`config.mk`:
```
export PLATFORM = sky130hd
export DESIGN_NAME = pipelined_mult_unit
export DESIGN_NICKNAME = d
export VERILOG_FILES = /design/src/rtl/pipelined_mult_unit.sv
export SDC_FILE = /design/constraint.sdc
export NUM_CORES = 2
export LEC_CHECK = 0
export ABC_AREA = 1
export CORE_ASPECT_RATIO = 1.1
export CORE_UTILIZATION = 45
export DETAILED_ROUTE_END_ITERATION = 8
export PLACE_DENSITY = 0.66
export REMOVE_ABC_BUFFERS = 1
export SKIP_LAST_GASP = 1
export SLEW_MARGIN = 20
export SYNTH_ARGS = -nofsm -noshare
export SYNTH_HDL_FRONTEND = slang
export SYNTH_SLANG_ARGS = --single-unit
export TNS_END_PERCENT = 10
```
`constraint.sdc`:
```
create_clock -name clock -period 21.5 [get_ports clock]
set_input_delay 6.45 -clock clock [delete_from_list [all_inputs] [get_ports clock]]
set_output_delay 6.45 -clock clock [all_outputs]
set_load 0.1 [all_outputs]
```
`src/rtl/pipelined_mult_unit.sv`:
```
// Pipelined RV32M multiply unit (MUL/MULH/MULHSU/MULHU).
// Each of the NUM_STAGES elastic stages folds one XLEN/NUM_STAGES-bit chunk of the
// multiplier into a 2*XLEN accumulator. The last stage drives the CDB directly and
// holds its result until the arbiter grants it. A flush squashes every stage.
module pipelined_mult_unit #(
  parameter int XLEN       = 32,
  parameter int NUM_STAGES = 4,
  parameter int TAG_W      = 5
) (
  input  logic             clock,
  input  logic             reset,
  input  logic             in_valid,
  output logic             in_ready,
  input  logic [XLEN-1:0]  in_opa,
  input  logic [XLEN-1:0]  in_opb,
  input  logic [1:0]       in_func,
  input  logic [TAG_W-1:0] in_tag,
  input  logic             flush,
  output logic             cdb_valid,
  output logic [XLEN-1:0]  cdb_value,
  output logic [TAG_W-1:0] cdb_tag,
  input  logic             cdb_grant
);

  localparam int CW = XLEN / NUM_STAGES;
  localparam int PW = 2 * XLEN;

  if ((NUM_STAGES < 1) || (NUM_STAGES > XLEN) || ((XLEN % NUM_STAGES) != 0)) begin : g_param_check
    $error("NUM_STAGES must divide XLEN and lie in 1..XLEN");
  end

  logic [NUM_STAGES-1:0] vld;
  logic [NUM_STAGES-1:0] adv;
  logic                  accept;

  assign accept   = in_valid && in_ready && !flush;
  assign in_ready = !vld[0] || adv[0];

  // Advance chain: last stage moves on grant, earlier stages move into a free or moving slot.
  always_comb begin
    adv = '0;
    adv[NUM_STAGES-1] = vld[NUM_STAGES-1] && cdb_grant;
    for (int s = NUM_STAGES - 2; s >= 0; s--) begin
      adv[s] = vld[s] && (!vld[s+1] || adv[s+1]);
    end
  end

  for (genvar s = 0; s < NUM_STAGES; s++) begin : g_stage
    localparam bit LAST = (s == NUM_STAGES - 1);

    logic             v_q;
    logic [TAG_W-1:0] tag_q;
    logic [1:0]       func_q;
    logic [PW-1:0]    acc_q;

    logic             load;
    logic [TAG_W-1:0] src_tag;
    logic [1:0]       src_func;
    logic [PW-1:0]    src_a;
    logic [PW-1:0]    src_acc;
    logic [XLEN-1:0]  src_b;
    logic             src_neg;
    logic [PW-1:0]    partial;
    logic [PW-1:0]    acc_next;

    if (s == 0) begin : g_src
      // MULHU alone treats rs1 as unsigned; only MUL/MULH treat rs2 as signed.
      assign load     = accept;
      assign src_tag  = in_tag;
      assign src_func = in_func;
      assign src_a    = {{XLEN{(in_func != 2'b11) && in_opa[XLEN-1]}}, in_opa};
      assign src_b    = in_opb;
      assign src_neg  = !in_func[1] && in_opb[XLEN-1];
      assign src_acc  = '0;
    end else begin : g_src
      assign load     = adv[s-1];
      assign src_tag  = g_stage[s-1].tag_q;
      assign src_func = g_stage[s-1].func_q;
      assign src_a    = g_stage[s-1].g_tail.a_q;
      assign src_b    = g_stage[s-1].g_tail.b_q;
      assign src_neg  = g_stage[s-1].g_tail.neg_q;
      assign src_acc  = g_stage[s-1].acc_q;
    end

    assign partial = (src_a * PW'(src_b[s*CW +: CW])) << (s*CW);

    if (LAST) begin : g_tail
      // Chunks treat rs2 as unsigned; a negative signed rs2 is corrected by -A*2^XLEN.
      logic unused_src_b;
      assign unused_src_b = ^src_b;
      assign acc_next = src_acc + partial - (src_neg ? (src_a << XLEN) : '0);
    end else begin : g_tail
      logic [PW-1:0]   a_q;
      logic [XLEN-1:0] b_q;
      logic            neg_q;
      assign acc_next = src_acc + partial;

      // Operands ride along with the op until the last chunk is consumed.
      always_ff @(posedge clock or posedge reset) begin
        if (reset) begin
          a_q   <= '0;
          b_q   <= '0;
          neg_q <= 1'b0;
        end else if (load) begin
          a_q   <= src_a;
          b_q   <= src_b;
          neg_q <= src_neg;
        end
      end
    end

    assign vld[s] = v_q;

    // Stage occupancy and payload; flush wins over both load and grant.
    always_ff @(posedge clock or posedge reset) begin
      if (reset) begin
        v_q    <= 1'b0;
        tag_q  <= '0;
        func_q <= '0;
        acc_q  <= '0;
      end else begin
        if (flush)       v_q <= 1'b0;
        else if (load)   v_q <= 1'b1;
        else if (adv[s]) v_q <= 1'b0;
        if (load) begin
          tag_q  <= src_tag;
          func_q <= src_func;
          acc_q  <= acc_next;
        end
      end
    end
  end

  assign cdb_valid = vld[NUM_STAGES-1];
  assign cdb_tag   = g_stage[NUM_STAGES-1].tag_q;
  assign cdb_value = (g_stage[NUM_STAGES-1].func_q == 2'b00)
                     ? g_stage[NUM_STAGES-1].acc_q[XLEN-1:0]
                     : g_stage[NUM_STAGES-1].acc_q[PW-1:XLEN];

endmodule
```
==> flow_summary_export.csv <==
group,metric,value,unit
placement,placed_cell_area,69800,µm²
layout,drive_above_1_share,0.0246,
worst_hold_path,hold_end,"g_stage[1].acc_q[4]",
timing,fmaxAchievable,66.4,MHz
clocking,cts_tree,"done",
timing,tightest_slew,1.04,ns
clocking,cts_setup_buffers,0,
setup_path,cp_data_arrival_time,8.62,ns
worst_hold_path,hold_class,"flip-flop to flip-flop",
detailed_routing,vias_per_cell,5.14,
clocking,postCtsResizedCells,0,
global_routing,track_usage,0.304,
setup_path,path_cells,"clkdlybuf4s50_1, inv_1, nand2_1, nor2_1, inv_2, nor2_1, inv_2, nor2_2, inv_1, clkdlybuf4s50_1",
global_routing,grt_overflow,0,
placement,gp_congestion,1.01,
detailed_routing,drc,0,
clocking,cts_buffer_depth,3,
timing,finClkSkew,0.0645,ns
synth,yosys_warnings,0,
placement,place_ws,6.41,ns
layout,multiInputGateArea,46300,µm²
die,core,148000,µm²
layout,fin_util,0.484,
setup_path,crit_family,"buffers and inverters",
setup_path,ff2ff_path_depth,31,
layout,final_cell_mix,"2,756 x nand2_1, 2,418 x inv_1, 853 x fa_1, 668 x nor2_1, 457 x o21ai_0",
clocking,holdBufCountCts,0,
placement,portBuffers,114,
setup_path,crit_buf_inv,6,
layout,fillers,15300,
timing,hold_viol,0,
die,die_w,370,µm
synth,ys_types,55,
timing,max_slew_margin,0.304,
worst_hold_path,worstHoldPathCells,2,
timing,period_needed,15.07,ns
setup_path,rrSetupSlack,13.57,ns
setup_path,r2r_start,"g_stage[1].g_tail.b_q[19]",
global_routing,grt_max_degree,137,
detailed_routing,drt-pass1-iter-count,9,
die,die_area,151000,µm²
synth,synth_edf_count,0,
global_routing,grt_pass1_vias,61200,
setup_path,start_kind,"primary input",
layout,syn_to_final_growth,6.74,%
timing,setup_viol_count_final,0,
synth,syn_inst,9764,
outcome,status,"finished, final reports clean",
placement,hpwl,190000,µm
die,ios,115,
synth,synth_seq_cells,416,
synth,avgSynthCellArea,6.88,µm²
setup_path,cp_max_fo,3,
layout,nNetsFinal,11000,
layout,regArea,10400,µm²
detailed_routing,wl_per_cell,19.5,µm
clocking,cts_made_buffers,53,
clocking,clock-sinks,416,
worst_hold_path,worstHoldStart,"g_stage[0].acc_q[4]",
setup_path,endpoint_kind,"primary output",
timing,grt_setup_unrepaired,"no",
die,rows,148,
layout,final_area,71700,µm²
setup_path,timing.rr.end,"g_stage[2].acc_q[51]",
setup_path,cpPeakStageDelay,0.97,ns
synth,ys_async_sr_fraction,1.00,
flow_run,drv_cap,0,
clocking,root_buffer,"clkbuf_16",
synth,synth_area,67100,µm²
setup_path,crit_slowest_cell,"clkdlybuf4s50_1",
detailed_routing,drt_iter0_markers,4251,
setup_path,critPathKind,"primary input to primary output",
synth,synth_area_leaders,"fa_1 25%, dfrtp_1 16%, nand2_1 15%, inv_1 14%, ha_1 8.0%",
synth,seq_area_frac_synth,0.155,
detailed_routing,drtAntennaViolNets,0,
timing,worst_slack,6.43,ns
layout,final_common_cell,"nand2_1",
timing,tns,0,ns
synth,synth_top_area_frac,0.254,
global_routing,antenna_found_initial,1,
detailed_routing,routed_wl,226000,µm
die,die_y,407,µm
synth,ys.flop_type,"dfrtp_1",
setup_path,critPathRequiredTime,15.05,ns
die,start_util,0.454,
clocking,h-tree-depth,2,
detailed_routing,via_count,59800,
synth,synth.largest_area_cell,"fa_1",
timing,min_period_over_period,0.701,
clocking,worst_skew_pair.late_latency,0.68,ns
timing,slew_violations,0,
clocking,clk_pin_slew,0.06,ns
global_routing,grt_pass1_wl,352000,µm
==> flip-flops by register name, indices dropped and copies added, names as in the netlist <==
register              flops
g_stage.acc_q           234
g_stage.g_tail.a_q       99
g_stage.g_tail.b_q       48
g_stage.tag_q            15
g_stage.func_q            8
cdb_tag                   5
g_stage.g_tail.neg_q      3
g_stage.v_q               3
cdb_valid                 1
==> worst max-delay path by stage <==
stage          cells past startpoint  slack [ns]          to  startpoint
2_1_floorplan                      1        3.47  cdb_tag[0]       reset
3_3_place_gp                      10        6.36    in_ready   cdb_grant
3_5_place_dp                      10        6.41    in_ready   cdb_grant
4_1_cts                           10        6.41    in_ready   cdb_grant
5_1_grt                           10        6.28    in_ready   cdb_grant
6_report                          10        6.43    in_ready   cdb_grant
==> synthesized netlist by cell type (16+ instances only) <==
cell type / count
nor4_1: 18
inv_1: 2420
nor2_2: 16
nand2_1: 2758
xor2_1: 101
nand4_1: 88
fa_1: 853
nor3_1: 52
a21o_1: 32
buf_2: 45
xnor2_1: 81
a21oi_1: 382
nor2_1: 669
clkbuf_1: 263
buf_1: 38
a31oi_1: 69
nand3_1: 351
a21boi_0: 19
ha_1: 428
o21ai_0: 457
mux2_2: 17
o21bai_1: 47
dfrtp_1: 416
==> kinds of logic after synthesis <==
kind of cell | share of synthesized area
AND/OR/NAND/NOR | 0.240
adder cells (fa/ha/maj) | 0.334
buffers and inverters | 0.156
multiplexers | 0.00285
XOR/XNOR | 0.0237
AO/OA/AOI/OAI | 0.0886
flip-flops | 0.155
==> routing by layer <==
metal  up-vias  wire length [µm]  GRT usage  share of wire
li1      28800                 -          -              -
met1     29000             92100      0.371           0.41
met2      1573            111000      0.531           0.49
met3       401              9360     0.0240          0.041
met4         0             14200      0.164          0.063
met5         -                 0          0              0
==> metrics by stage <==
stage	hold slack (ns)	instances
after floorplan	0.442	9418
after global placement	0.451	11500
after detailed placement	0.455	11500
after CTS	0.467	11600
after global routing	0.493	11600
final	0.463	11600
==> final cells by class <==
type                            instances  share of cell area
Antenna cell                            3            0.000105
Clock buffer                           61              0.0192
Clock inverter                         32             0.00686
Inverter                             2429               0.127
Multi-Input combinational cell       6573               0.646
Sequential cell                       416               0.145
Tap cell                             1950              0.0341
Timing Repair Buffer                  164              0.0213
==> tightest hold or removal path: stages (launching register included) <==
cell and delay (ns):
dfrtp_1 0.34, nand2_1 0.05, nand2_1 0.04
Power is left out: the tool's default activity adds up to more than one toggle a clock period on the data nets, which glitch-free logic cannot reach.
